File: src/rtl/mux_rr_arbiter_if.sv
// Handshake bundle for mux_rr_arbiter: N input channels in, one registered
// stream out. The optional packet-lock signals (Last_In/Last_Out) exist only
// when MUX_PKT_LOCK_EN is defined.
interface mux_rr_arbiter_if #(
    parameter int NUM_CHANNELS = 4,
    parameter int DATA_WIDTH   = 8,
    parameter int SEL_WIDTH    = 2
);
    logic                               Enable_In;
    logic [NUM_CHANNELS*DATA_WIDTH-1:0] Data_In;
    logic [NUM_CHANNELS-1:0]            Valid_In;
    logic [NUM_CHANNELS-1:0]            Ready_Out;
    logic [DATA_WIDTH-1:0]              Data_Out;
    logic                               Valid_Out;
    logic                               Ready_In;
    logic [SEL_WIDTH-1:0]               Select_Out;
`ifdef MUX_PKT_LOCK_EN
    logic [NUM_CHANNELS-1:0]            Last_In;
    logic                               Last_Out;

    // Arbiter side
    modport slave (
        input  Enable_In, Data_In, Valid_In, Ready_In, Last_In,
        output Ready_Out, Data_Out, Valid_Out, Select_Out, Last_Out
    );

    // Producer/consumer side
    modport master (
        output Enable_In, Data_In, Valid_In, Ready_In, Last_In,
        input  Ready_Out, Data_Out, Valid_Out, Select_Out, Last_Out
    );
`else
    // Arbiter side
    modport slave (
        input  Enable_In, Data_In, Valid_In, Ready_In,
        output Ready_Out, Data_Out, Valid_Out, Select_Out
    );

    // Producer/consumer side
    modport master (
        output Enable_In, Data_In, Valid_In, Ready_In,
        input  Ready_Out, Data_Out, Valid_Out, Select_Out
    );
`endif
endinterface

File: src/rtl/mux_rr_arbiter.sv
// N:1 registered round-robin multiplexer with valid/ready on every channel.
// One output register stage; a new word can be granted in the same cycle the
// held word is consumed, so throughput is one word per clock.
// Optional feature macro: MUX_PKT_LOCK_EN -- keeps the grant on one channel
// until a word flagged with Last_In has been transferred.
module mux_rr_arbiter #(
    parameter int NUM_CHANNELS = 4,
    parameter int DATA_WIDTH   = 8,
    parameter int SEL_WIDTH    = 2
) (
    input  logic             Clock_In,
    input  logic             Reset_In,
    mux_rr_arbiter_if.slave  bus
);
    localparam int N = NUM_CHANNELS;

    logic [DATA_WIDTH-1:0] chan_word [N];
    logic                  slot_free;
    logic                  grant_valid;
    logic [SEL_WIDTH-1:0]  grant_idx;
    logic [SEL_WIDTH-1:0]  grant_next;

    logic [SEL_WIDTH-1:0]  ptr_q,   ptr_d;
    logic [DATA_WIDTH-1:0] data_q,  data_d;
    logic                  valid_q, valid_d;
    logic [SEL_WIDTH-1:0]  sel_q,   sel_d;
`ifdef MUX_PKT_LOCK_EN
    logic                  lock_q,    lock_d;
    logic [SEL_WIDTH-1:0]  lock_ch_q, lock_ch_d;
    logic                  last_q,    last_d;
`endif

    // The output register can take a new word when empty or being drained now.
    assign slot_free = !valid_q || bus.Ready_In;

    // Unpack channel words and drive the one-hot accept vector.
    generate
        for (genvar gi = 0; gi < N; gi++) begin : g_chan
            assign chan_word[gi]     = bus.Data_In[gi*DATA_WIDTH +: DATA_WIDTH];
            assign bus.Ready_Out[gi] = grant_valid && (grant_idx == SEL_WIDTH'(gi));
        end
    endgenerate

    // Grant search: first requester at or above the pointer, wrapping; a held
    // packet lock restricts the search to the locked channel.
    always_comb begin
        grant_valid = 1'b0;
        grant_idx   = '0;
        if (!Reset_In && bus.Enable_In && slot_free) begin
`ifdef MUX_PKT_LOCK_EN
            if (lock_q) begin
                if (bus.Valid_In[lock_ch_q]) begin
                    grant_valid = 1'b1;
                    grant_idx   = lock_ch_q;
                end
            end else
`endif
            begin
                for (int i = 0; i < N; i++) begin
                    if (!grant_valid && bus.Valid_In[(int'(ptr_q) + i) % N]) begin
                        grant_valid = 1'b1;
                        grant_idx   = SEL_WIDTH'((int'(ptr_q) + i) % N);
                    end
                end
            end
        end
    end

    assign grant_next = (grant_idx == SEL_WIDTH'(N - 1)) ? '0 : grant_idx + 1'b1;

    // Next-state for the output register, pointer and optional lock.
    always_comb begin
        ptr_d   = ptr_q;
        data_d  = data_q;
        valid_d = valid_q;
        sel_d   = sel_q;
`ifdef MUX_PKT_LOCK_EN
        lock_d    = lock_q;
        lock_ch_d = lock_ch_q;
        last_d    = last_q;
`endif
        if (grant_valid) begin
            // Every grant is a transfer: Ready_Out is only raised on a valid channel.
            data_d  = chan_word[grant_idx];
            sel_d   = grant_idx;
            valid_d = 1'b1;
`ifdef MUX_PKT_LOCK_EN
            last_d    = bus.Last_In[grant_idx];
            lock_ch_d = grant_idx;
            lock_d    = !bus.Last_In[grant_idx];
            if (bus.Last_In[grant_idx]) begin
                ptr_d = grant_next;
            end
`else
            ptr_d = grant_next;
`endif
        end else if (bus.Ready_In) begin
            // Drained with nothing new: drop valid, keep data/select visible.
            valid_d = 1'b0;
        end
    end

    // State registers with synchronous reset; reset discards any held word.
    always_ff @(posedge Clock_In) begin
        if (Reset_In) begin
            ptr_q   <= '0;
            data_q  <= '0;
            valid_q <= 1'b0;
            sel_q   <= '0;
`ifdef MUX_PKT_LOCK_EN
            lock_q    <= 1'b0;
            lock_ch_q <= '0;
            last_q    <= 1'b0;
`endif
        end else begin
            ptr_q   <= ptr_d;
            data_q  <= data_d;
            valid_q <= valid_d;
            sel_q   <= sel_d;
`ifdef MUX_PKT_LOCK_EN
            lock_q    <= lock_d;
            lock_ch_q <= lock_ch_d;
            last_q    <= last_d;
`endif
        end
    end

    assign bus.Data_Out   = data_q;
    assign bus.Valid_Out  = valid_q;
    assign bus.Select_Out = sel_q;
`ifdef MUX_PKT_LOCK_EN
    assign bus.Last_Out   = last_q;
`endif

endmodule
File: src/flat_wrapper.sv
// flat-port wrapper written by rule: the top's interface ports become plain ports
module mux_rr_arbiter_flat 
#(
    parameter int NUM_CHANNELS = 4,
    parameter int DATA_WIDTH   = 8,
    parameter int SEL_WIDTH    = 2
)
  (Clock_In, Reset_In, bus_Enable_In, bus_Data_In, bus_Valid_In, bus_Ready_In, bus_Ready_Out, bus_Data_Out, bus_Valid_Out, bus_Select_Out);
  mux_rr_arbiter_if #(.NUM_CHANNELS(NUM_CHANNELS), .DATA_WIDTH(DATA_WIDTH), .SEL_WIDTH(SEL_WIDTH)) bus_i ();
  input  logic Clock_In;
  input  logic Reset_In;
  input wire logic [$bits(bus_i.Enable_In)-1:0] bus_Enable_In;
  input wire logic [$bits(bus_i.Data_In)-1:0] bus_Data_In;
  input wire logic [$bits(bus_i.Valid_In)-1:0] bus_Valid_In;
  input wire logic [$bits(bus_i.Ready_In)-1:0] bus_Ready_In;
  output wire logic [$bits(bus_i.Ready_Out)-1:0] bus_Ready_Out;
  output wire logic [$bits(bus_i.Data_Out)-1:0] bus_Data_Out;
  output wire logic [$bits(bus_i.Valid_Out)-1:0] bus_Valid_Out;
  output wire logic [$bits(bus_i.Select_Out)-1:0] bus_Select_Out;
  assign bus_i.Enable_In = bus_Enable_In;
  assign bus_i.Data_In = bus_Data_In;
  assign bus_i.Valid_In = bus_Valid_In;
  assign bus_i.Ready_In = bus_Ready_In;
  assign bus_Ready_Out = bus_i.Ready_Out;
  assign bus_Data_Out = bus_i.Data_Out;
  assign bus_Valid_Out = bus_i.Valid_Out;
  assign bus_Select_Out = bus_i.Select_Out;
  mux_rr_arbiter #(.NUM_CHANNELS(NUM_CHANNELS), .DATA_WIDTH(DATA_WIDTH), .SEL_WIDTH(SEL_WIDTH)) u_core (.Clock_In(Clock_In), .Reset_In(Reset_In), .bus(bus_i));
endmodule
File: config.mk
export PLATFORM = sky130hd
export DESIGN_NAME = mux_rr_arbiter_flat
export DESIGN_NICKNAME = d
export VERILOG_FILES = /design/src/rtl/mux_rr_arbiter_if.sv /design/src/rtl/mux_rr_arbiter.sv /design/src/flat_wrapper.sv
export SDC_FILE = /design/constraint.sdc
export NUM_CORES = 1
export LEC_CHECK = 0
export BUFFER_PORTS_ARGS = -buffer_cell sky130_fd_sc_hd__clkbuf_2
export CORE_MARGIN = 2
export CORE_UTILIZATION = 48
export CTS_BUF_LIST = sky130_fd_sc_hd__clkbuf_4 sky130_fd_sc_hd__clkbuf_8 sky130_fd_sc_hd__clkbuf_16
export DETAILED_ROUTE_END_ITERATION = 16
export GPL_TIMING_DRIVEN = 0
export PLACE_DENSITY = 0.95
export SYNTH_ARGS = -nofsm -noshare
export SYNTH_HDL_FRONTEND = slang
export SYNTH_SLANG_ARGS = --single-unit
File: constraint.sdc
create_clock -name Clock_In -period 4.02 [get_ports Clock_In]
set_input_delay 1.005 -clock Clock_In [delete_from_list [all_inputs] [get_ports Clock_In]]
set_output_delay 1.005 -clock Clock_In [all_outputs]
set_load 0.01 [all_outputs]
## After elaboration in Yosys (flattened, before gate mapping)

Cells that the tools add are included.

- Reductions and logical operators: 20
- Bitwise gates (word level): 4
- Magnitude comparators: 5
- Add/subtract/negate cells: 4
- Muxes and demuxes: 30
- Equality and inequality tests: 3

Operators with widths:

| operator | count |
|---|---|
| $mux 1 | 17 |
| $bmux 8 s2 | 1 |
| $mux 8 | 2 |
| $lt 3x4->1 const B | 3 |
| $mux 2 | 6 |
| $logic_and 1x1->1 | 9 |
| $bmux 1 s2 | 4 |
| $reduce_or 2->1 | 3 |
| $logic_not 1->1 | 5 |
| $add 2x1->2 const B | 2 |
| $add 2x2->2 const B | 2 |
| $eq 2x2->1 const B | 2 |
| $and 1x1->1 const A | 3 |
| $ge 3x3->1 const B | 1 |
| $lt 2x3->1 const B | 1 |
| $not 2->3 | 1 |
| $eq 2x1->1 const B | 1 |
| $logic_not 2->1 | 1 |
| $reduce_bool 2->1 | 1 |
| $logic_or 1x1->1 | 1 |

- Output and inout port bits: 15
- Word-level logic and storage cells: 70
- Input port bits: 40
- Flip-flop bits (word level): 13

## Longest topological paths before layout

Gate-level depths: netlist of run 1.

- Depth in word-level cells: 21
- Depth in mapped cells: 10

## Worst setup path after synthesis of run 1

OpenSTA, ideal clock, no wires.

- Path type: input port to output port
- From: input port bus_Valid_In[3]
- To: output port bus_Ready_Out[3]
- Stages: 8
- Buffers on the path: 2
- Data arrival time: 2.396 ns
- Required time: 3.015 ns
- Slack: 0.619 ns
- Path through: buf_6 nor4_1 and4bb_2 buf_2 nand2_1 inv_1 ha_1 and2_1

- Longest elaborated chain between the ends: 18

RTL lines:

| item | RTL line | source |
|---|---|---|
| start, declared | flat_wrapper.sv:14 | `input wire logic [$bits(bus_i.Valid_In)-1:0] bus_Valid_In;` |
| $bmux 1 s2 | mux_rr_arbiter.sv:60 | `if (!grant_valid && bus.Valid_In[(int'(ptr_q) + i) % N]) begin` |
| $mux 1 (implied by the code) | mux_rr_arbiter.sv:60 |  |
| $mux 1 | mux_rr_arbiter.sv:60 |  |
| $mux 1 | mux_rr_arbiter.sv:49 | `if (!Reset_In && bus.Enable_In && slot_free) begin` |
| $logic_not 1->1 | mux_rr_arbiter.sv:60 |  |
| $logic_and 1x1->1 | mux_rr_arbiter.sv:60 |  |
| $mux 1 | mux_rr_arbiter.sv:60 |  |
| $mux 1 | mux_rr_arbiter.sv:49 |  |
| [... 3 more ...] | -- |  |
| $mux 1 | mux_rr_arbiter.sv:49 |  |
| $logic_not 1->1 | mux_rr_arbiter.sv:60 |  |
| $logic_and 1x1->1 | mux_rr_arbiter.sv:60 |  |
| $mux 2 * | mux_rr_arbiter.sv:60 |  |
| $mux 2 * | mux_rr_arbiter.sv:49 |  |
| via u_core.grant_idx[0] | mux_rr_arbiter.sv:20 | `logic [SEL_WIDTH-1:0] grant_idx;` |
| $eq 2x2->1 * | mux_rr_arbiter.sv:40 | `assign bus.Ready_Out[gi] = grant_valid && (grant_idx == SEL_WIDTH'(gi));` |
| $logic_and 1x1->1 * | mux_rr_arbiter.sv:40 |  |
| end, declared | flat_wrapper.sv:16 | `output wire logic [$bits(bus_i.Ready_Out)-1:0] bus_Ready_Out;` |

The timed path passes the listed nets; every way through them passes the cells marked *. The select of a mux whose other input is x is not followed.

## Worst setup path in the final report of run 1

- From: input port bus_Valid_In[1]
- To: output port bus_Ready_Out[1]

- Longest elaborated chain between the ends: 18

RTL lines:

| item | RTL line |
|---|---|
| $bmux 1 s2 | mux_rr_arbiter.sv:60 |
| $mux 1 (implied by the code) | mux_rr_arbiter.sv:60 |
| $mux 1 | mux_rr_arbiter.sv:60 |
| $mux 1 | mux_rr_arbiter.sv:49 |
| $logic_not 1->1 | mux_rr_arbiter.sv:60 |
| $logic_and 1x1->1 | mux_rr_arbiter.sv:60 |
| $mux 1 | mux_rr_arbiter.sv:60 |
| $mux 1 | mux_rr_arbiter.sv:49 |
| [... 3 more ...] | -- |
| $mux 1 | mux_rr_arbiter.sv:49 |
| $logic_not 1->1 | mux_rr_arbiter.sv:60 |
| $logic_and 1x1->1 | mux_rr_arbiter.sv:60 |
| $mux 2 * | mux_rr_arbiter.sv:60 |
| $mux 2 * | mux_rr_arbiter.sv:49 |
| via u_core.grant_idx[0] | mux_rr_arbiter.sv:20 |
| $eq 2x1->1 * | mux_rr_arbiter.sv:40 |
| $logic_and 1x1->1 * | mux_rr_arbiter.sv:40 |

Marks and branches as above.

==> metrics.log, run 1 <==
INFO  metric run_status = finished, final reports clean
INFO  metric via_count = ~1100
INFO  metric worst_slew_pin_slew = just over 0.5 ns
INFO  metric postSynth.topFlopCell = sky130_fd_sc_hd__dfxtp_1
INFO  metric synthCells = between 100 and 150
INFO  metric synth-warning-count = 0
INFO  metric grt_pass1_vias = slightly above 1000
INFO  metric numClockSinks = 13
INFO  metric antenna_found_initial = 0
INFO  metric cts_setup_buffers = 0
INFO  metric cts_inserted_buffers = 3
INFO  metric postSynth.asyncResetShare = 0
INFO  metric clock_tree_from_tritoncts = yes
INFO  metric initial_standard_cell_utilization_of_the_core = 0.516
INFO  metric cp_data_required_time = ~3 ns
INFO  metric end_kind = primary output
INFO  metric drive_gt1_frac = 0.468
INFO  metric final-hold-violation-count = 0
INFO  metric finalInstanceArea = roughly 0.0014 mm2
INFO  metric r2r_slack = roughly 2.0 ns
INFO  metric synthDominantCellAreaShare = 0.255
INFO  metric timing_max_transition_violations_final = 0
INFO  metric finish.net_count = ~220
INFO  metric average_vias_per_placed_instance = about 5.6
INFO  metric synthesis.nets = 160
INFO  metric synth_area_per_cell = 8.81 um2
INFO  metric clock_tree.htree_level_count = 1
INFO  metric number_of_buffers_added_on_ports = 53
INFO  metric setup-violations-final = 0
INFO  metric count_of_flip_flops_with_a_built_in_enable_after_synthesis = 0
INFO  metric clk_latency = just under 0.3 ns
INFO  metric core_region_area = just under 0.002 mm2
INFO  metric timing.setup.critical_path_class = input pin to primary output
INFO  metric cp.arrival = between 2 and 3 ns
INFO  metric ios = between 50 and 60
INFO  metric grt_first_pass_wirelength = 4420 um
INFO  metric dr.pass1.iters = 5
INFO  metric maxClockFrequency = 257 MHz
INFO  metric fin_crit = 3.89 ns
INFO  metric hold_buffers = 0
INFO  metric number_of_distinct_standard_cells_referenced_by_the_synthesized_netlist = 39
INFO  metric skew = approximately 0.0043 ns
INFO  metric power_density = 284 mW/mm2
INFO  metric placementRows = 16
INFO  metric drc_violations = 0
INFO  metric timing.critical_path.fanout_max = 10
INFO  metric grt.total_usage = 0.237
INFO  metric peakVddDrop = approximately 0.28 mV
INFO  metric drt-total-wl = between 2000 and 3000 um
INFO  metric area_of_the_mapped_netlist = 0.00102 mm2
INFO  metric fin_setup_tns = 0 ns
INFO  metric worst_hold_path_type = register to register
INFO  metric hold_path_cells = 2
INFO  metric antenna_violating_nets_post_route = 0
INFO  metric final_min_period_over_clock_period = 0.968
INFO  metric clock_tree.buffer_depth = 2
INFO  metric clk_pin_slew = ~0.080 ns
INFO  metric num-fill-cells = about 180
INFO  metric first_iter_violations = 15
INFO  metric gr-total-overflow = 0
INFO  metric placedInstanceArea = roughly 0.0013 mm2
INFO  metric synth_top_cell_by_area = sky130_fd_sc_hd__dfxtp_1
INFO  metric yosysSeqAreaShare = 0.255
INFO  metric maxCapViolations = 0
INFO  metric maxSlewHeadroom = 0.662
INFO  metric design.die.area = approximately 0.0025 mm2
INFO  metric root_buffer = sky130_fd_sc_hd__clkbuf_4
INFO  metric grt_max_degree = 12
INFO  metric layout.cells.most_common = sky130_fd_sc_hd__clkbuf_2
INFO  metric yosys_reg_bits = 13
INFO  metric timing.critical_path.from_type = input pin
INFO  metric rsz0062_at_grt = no
INFO  metric antenna-diode-count = 0
INFO  metric layout-area-overhead-vs-synth = 32.8%
INFO  metric die_h = approximately 50 um
INFO  metric synthTopCellsByArea = sky130_fd_sc_hd__dfxtp_1, sky130_fd_sc_hd__mux2i_1, sky130_fd_sc_hd__a211oi_1
INFO  metric place_hpwl = 2210 um
INFO  metric routed_wire_length_per_instance = roughly 14 um
INFO  metric gpl.final_weighted_congestion = approximately 0.84
INFO  metric chipWidth = approximately 50 um
INFO  metric timing.reg2reg.worst_path_depth = 9
INFO  metric leakagePower = approximately 0.66 nW
INFO  metric most-common-layout-cells = sky130_fd_sc_hd__clkbuf_2, sky130_fd_sc_hd__dfxtp_1, sky130_fd_sc_hd__inv_1, sky130_fd_sc_hd__mux2i_1, sky130_fd_sc_hd__a211oi_1
==> worst max-delay path, stage by stage <==
cell                       delay [ns]
sky130_fd_sc_hd__clkbuf_2        0.14
sky130_fd_sc_hd__nor4_2          0.52
sky130_fd_sc_hd__and4bb_2        0.36
sky130_fd_sc_hd__buf_2           0.19
sky130_fd_sc_hd__nand2_1         0.15
sky130_fd_sc_hd__inv_1           0.08
sky130_fd_sc_hd__ha_1            0.17
sky130_fd_sc_hd__and2_1          0.13
sky130_fd_sc_hd__clkbuf_2        0.12
==> report_power, final <==
part | total, W | leakage, nW | switching [W] | internal (W)
clock network | 0.0000931 | 0.0184 | 0.0000476 | 0.0000455
logic | 0.000140 | 0.530 | 0.0000719 | 0.0000682
registers | 0.000152 | 0.107 | 0.00000969 | 0.000142
==> stage by stage <==
stage               worst slack (ns)  cells  hold WS, ns  utilization  total power (W)
floorplan                      0.619    116        0.474            -         0.000244
finish                         0.127    200        0.467        0.685         0.000385
global placement              0.0891    196        0.444        0.667         0.000287
global route                  0.0206    200        0.509        0.685         0.000408
CTS                           0.0138    200        0.473        0.682         0.000386
detailed placement           0.00782    196        0.460        0.667         0.000294
==> synth_stat cells (2+ instances only) <==
library cell               instances
sky130_fd_sc_hd__mux2i_1           8
sky130_fd_sc_hd__or2_2             4
sky130_fd_sc_hd__a22oi_1           2
sky130_fd_sc_hd__o21ai_4           2
sky130_fd_sc_hd__a21oi_1           6
sky130_fd_sc_hd__dfxtp_1          13
sky130_fd_sc_hd__nor4_1            2
sky130_fd_sc_hd__and4_2            2
sky130_fd_sc_hd__a211oi_1          8
sky130_fd_sc_hd__a211oi_2          2
sky130_fd_sc_hd__o31ai_1           2
sky130_fd_sc_hd__a31oi_1           6
sky130_fd_sc_hd__nor2b_2           3
sky130_fd_sc_hd__and2_1            4
sky130_fd_sc_hd__o221ai_1          3
sky130_fd_sc_hd__nand2_1           6
sky130_fd_sc_hd__nand3_1           5
sky130_fd_sc_hd__buf_2             2
sky130_fd_sc_hd__nor2_1            2
sky130_fd_sc_hd__o21ai_0           3
sky130_fd_sc_hd__ha_1              4
sky130_fd_sc_hd__inv_1            10
==> final cells by class <==
type	instances	area, um2	area share
Buffer	6	58.8	0.0433
Clock buffer	4	30.0	0.0221
Inverter	10	37.5	0.0276
Multi-Input combinational cell	87	672	0.495
Sequential cell	13	260	0.192
Tap cell	27	33.8	0.0249
Timing Repair Buffer	53	265	0.195
==> repair_timing <==
action                     4_1_cts  5_1_grt
gates resized for setup          0        1
hold endpoints to repair         0        0
setup endpoints to repair        0        3
==> cell families (layout without fill, tap and decap cells) <==
group | Yosys count | count (layout) | synth area share
mux | 8 | 8 | 0.0783
buf+inv | 16 | 73 | 0.0942
flops | 13 | 13 | 0.255
compound gates | 40 | 40 | 0.299
fa+ha+maj | 4 | 4 | 0.0490
simple gates | 35 | 35 | 0.225
==> worst paths after layout <==
check / to / start
worst max register to register: u_core.ptr_q[1] / u_core.ptr_q[0]
worst max-delay path: bus_Ready_Out[1] / bus_Valid_In[1]
worst min-delay path: u_core.bus.Select_Out[0] / u_core.bus.Select_Out[0]
worst min register to register: u_core.bus.Select_Out[0] / u_core.bus.Select_Out[0]
==> state kept, by name (all words and copies together) (netlist names) <==
signal and flops:
u_core.bus.Data_Out 8, u_core.bus.Select_Out 2, u_core.bus.Valid_Out 1, u_core.ptr_q 2
==> per-layer routing <==
metal | track usage | share of wire | vias up
met5 | 0 | 0 | -
met4 | 0.111 | 0.015 | 0
met3 | 0.0744 | 0.072 | 4
met2 | 0.408 | 0.49 | 44
met1 | 0.263 | 0.42 | 524
li1 | - | - | 550
No activity file was read; power rests on OpenSTA's default activity.
==> run 2: changes to the inputs <==
--- a/config.mk
+++ b/config.mk
@@ -6,12 +6,15 @@
 export NUM_CORES = 1
 export LEC_CHECK = 0
 export BUFFER_PORTS_ARGS = -buffer_cell sky130_fd_sc_hd__clkbuf_2
+export CELL_PAD_IN_SITES_DETAIL_PLACEMENT = 0
+export CELL_PAD_IN_SITES_GLOBAL_PLACEMENT = 1
 export CORE_MARGIN = 2
-export CORE_UTILIZATION = 48
+export CORE_UTILIZATION = 31
 export CTS_BUF_LIST = sky130_fd_sc_hd__clkbuf_4 sky130_fd_sc_hd__clkbuf_8 sky130_fd_sc_hd__clkbuf_16
+export CTS_CLUSTER_SIZE = 20
 export DETAILED_ROUTE_END_ITERATION = 16
 export GPL_TIMING_DRIVEN = 0
-export PLACE_DENSITY = 0.95
+export PLACE_DENSITY = 0.89
 export SYNTH_ARGS = -nofsm -noshare
 export SYNTH_HDL_FRONTEND = slang
 export SYNTH_SLANG_ARGS = --single-unit
==> constraint.sdc (replaced) <==
create_clock -name Clock_In -period 4.2 [get_ports Clock_In]
set_input_delay 1.05 -clock Clock_In [delete_from_list [all_inputs] [get_ports Clock_In]]
set_output_delay 1.05 -clock Clock_In [all_outputs]
set_load 0.01 [all_outputs]
==> metrics.log, run 2 (synthesized netlist as in run 1, its figures left out) <==
INFO  metric design.die.area = 0.00377 mm2 (+50%)
INFO  metric timing.reg2reg.worst_path_depth = 9 (unchanged)
INFO  metric placementRows = 20 (+4)
INFO  metric layout.cells.most_common = sky130_fd_sc_hd__clkbuf_2
INFO  metric hold-worst-slack = 0.457 ns (-0.00985 ns)
INFO  metric clock_tree.htree_level_count = 1 (unchanged)
INFO  metric hold_path_cells = 2 (unchanged)
INFO  metric peakVddDrop = 0.0858 mV (-69%)
INFO  metric grt_first_pass_wirelength = 4430 um (+0.29%)
INFO  metric worst_slew_pin_slew = 0.525 ns (+0.0221 ns)
INFO  metric average_vias_per_placed_instance = 5.00 (-11%)
INFO  metric antenna-diode-count = 0 (unchanged)
INFO  metric maxCapViolations = 0 (unchanged)
INFO  metric place_hpwl = 2380 um (+8.1%)
INFO  metric via_count = 1085 (-3.3%)
INFO  metric skew = 0.00775 ns (+0.00345 ns)
INFO  metric drive_gt1_frac = 0.468 (unchanged)
INFO  metric clock_tree.buffer_depth = 2 (unchanged)
INFO  metric cp_num_buf_inv = 4 (unchanged)
INFO  metric total_design_power = 0.000363 W (-5.7%)
INFO  metric cp_data_required_time = 3.15 ns (+0.14 ns)
INFO  metric die_h = 61.4 um (+22%)
INFO  metric leakagePower = 0.656 nW (unchanged)
INFO  metric most-common-layout-cells = sky130_fd_sc_hd__clkbuf_2, sky130_fd_sc_hd__dfxtp_1, sky130_fd_sc_hd__inv_1, sky130_fd_sc_hd__mux2i_1, sky130_fd_sc_hd__a211oi_1
INFO  metric final_min_period_over_clock_period = 0.925
INFO  metric timing.critical_path.from_type = input pin
INFO  metric fin_setup_tns = 0 ns (unchanged)
INFO  metric root_buffer = sky130_fd_sc_hd__clkbuf_4
INFO  metric timing.critical_path.fanout_max = 10 (unchanged)
INFO  metric num-fill-cells = 343 (+96%)
INFO  metric grt.total_usage = 0.156 (-0.0810)
INFO  metric crit_path_frequent_cell = sky130_fd_sc_hd__clkbuf_2
INFO  metric end_kind = primary output
INFO  metric antenna_found_initial = 0 (unchanged)
INFO  metric drt-total-wl = 2890 um (+2.7%)
INFO  metric maxSlewHeadroom = 0.649 (-0.0130)
INFO  metric chipWidth = 61.4 um (+22%)
INFO  metric power_density = 264 mW/mm2 (-7.2%)
INFO  metric path_delay_family = simple AND/OR/NAND/NOR gates
INFO  metric timing.setup.critical_path_class = input pin to primary output
INFO  metric finish.net_count = 218 (unchanged)
INFO  metric fin_crit = slightly below 4 ns
INFO  metric largest_register_ffs = 8 (unchanged)
INFO  metric layout-area-overhead-vs-synth = 34.9%
INFO  metric first_iter_violations = 51 (+36)
INFO  metric cp.arrival = 2.83 ns (-0.06 ns)
INFO  metric post_cts_resize_count = 0 (unchanged)
INFO  metric dr.pass1.iters = 4 (-1)
INFO  metric core_region_area = 0.00310 mm2 (+57%)
INFO  metric number_of_buffers_added_on_ports = 53 (unchanged)
INFO  metric timing_max_transition_violations_final = 0 (unchanged)
INFO  metric rsz0062_at_grt = no
INFO  metric initial_standard_cell_utilization_of_the_core = 0.329 (-0.186)
INFO  metric gr-total-overflow = 0 (unchanged)
INFO  metric cts_setup_buffers = 0 (unchanged)
INFO  metric worst_hold_path_type = register to register
INFO  metric final-hold-violation-count = 0 (unchanged)
INFO  metric cp_cell_sequence = clkbuf_2 -> nor4_2 -> and4bb_2 -> buf_2 -> nand2_1 -> inv_1 -> ha_1 -> and2_1 -> clkbuf_2
INFO  metric maxClockFrequency = 258 MHz
INFO  metric gpl.final_weighted_congestion = 0.789 (-6.3%)
INFO  metric setup-violations-final = 0 (unchanged)
INFO  metric clk_latency = 0.27 ns (-0.02 ns)
INFO  metric hold_buffers = 0 (unchanged)
INFO  metric run_status = finished, final reports clean
INFO  metric grt_max_degree = 12 (unchanged)
INFO  metric grt_pass1_vias = 1019 (-0.59%)
INFO  metric clock_tree_from_tritoncts = yes
INFO  metric routed_wire_length_per_instance = 13.3 um (-5.3%)
INFO  metric worst_path_largest_cell_delay = 0.44 ns (-0.08 ns)
INFO  metric drc_violations = 0 (unchanged)
INFO  metric numClockSinks = 13 (unchanged)
INFO  metric ios = 55 (unchanged)
INFO  metric clk_pin_slew = 0.08 ns (about the same)
INFO  metric cts_inserted_buffers = 3 (unchanged)
INFO  metric antenna_violating_nets_post_route = 0 (unchanged)
INFO  metric max_stage_delay_cell_worst_path = sky130_fd_sc_hd__nor4_2
INFO  metric critical_path_cell_count = 9 (unchanged)
## run 2: cell counts in the layout (fill, tap and decap cells not counted)
No cell type changed its count.
## run 2: where the power goes
group,leakage [nW],total (W),switching (W),internal (W)
logic,0.530,0.000134,0.0000683,0.0000652
registers,0.107,0.000146,0.00000955,0.000136
clock network,0.0184,0.0000838,0.0000406,0.0000432
## run 2: layer usage
metal,part of all wire,wire length (um),global-route usage
met5,0,0,0
met3,0.054,156,0.0315
met1,0.42,1230,0.170
met4,0,0,0.0365
met2,0.52,1510,0.305
## run 2: worst paths after layout
path / from / slack, ns / endpoint
max: bus_Valid_In[1] / 0.32 / bus_Ready_Out[1]
min: u_core.bus.Select_Out[0] / 0.46 / u_core.bus.Select_Out[0]
max reg2reg: u_core.ptr_q[0] / 2.24 / u_core.ptr_q[1]
min reg2reg: u_core.bus.Select_Out[0] / 0.46 / u_core.bus.Select_Out[0]
## run 2: per-stage QoR
stage	utilization	setup WS, ns	cells	cell area (um2)
finish	0.444	0.317	217	1380
CTS	0.442	0.119	217	1370
detailed placement	0.433	0.103	213	1340
floorplan	-	0.709	116	1020
global placement	0.433	0.175	213	1340
global route	0.444	0.164	217	1380
## run 2: final cells by class
class | instances | area, um2 | area share
Clock buffer | 4 | 30.0 | 0.0218
Timing Repair Buffer | 53 | 265 | 0.192
Inverter | 10 | 37.5 | 0.0272
Buffer | 6 | 58.8 | 0.0426
Sequential cell | 13 | 260 | 0.189
Multi-Input combinational cell | 87 | 672 | 0.487
Tap cell | 44 | 55.1 | 0.0399
## run 2: worst register-to-register path: stages, from the launching register on
cell and delay (ns):
sky130_fd_sc_hd__dfxtp_1 0.49, sky130_fd_sc_hd__nor2b_2 0.12, sky130_fd_sc_hd__o21ai_4 0.28, sky130_fd_sc_hd__and3_4 0.26, sky130_fd_sc_hd__buf_12 0.13, sky130_fd_sc_hd__nand2_1 0.12
sky130_fd_sc_hd__inv_1 0.11, sky130_fd_sc_hd__ha_1 0.23, sky130_fd_sc_hd__nand2_1 0.06, sky130_fd_sc_hd__o31ai_1 0.06
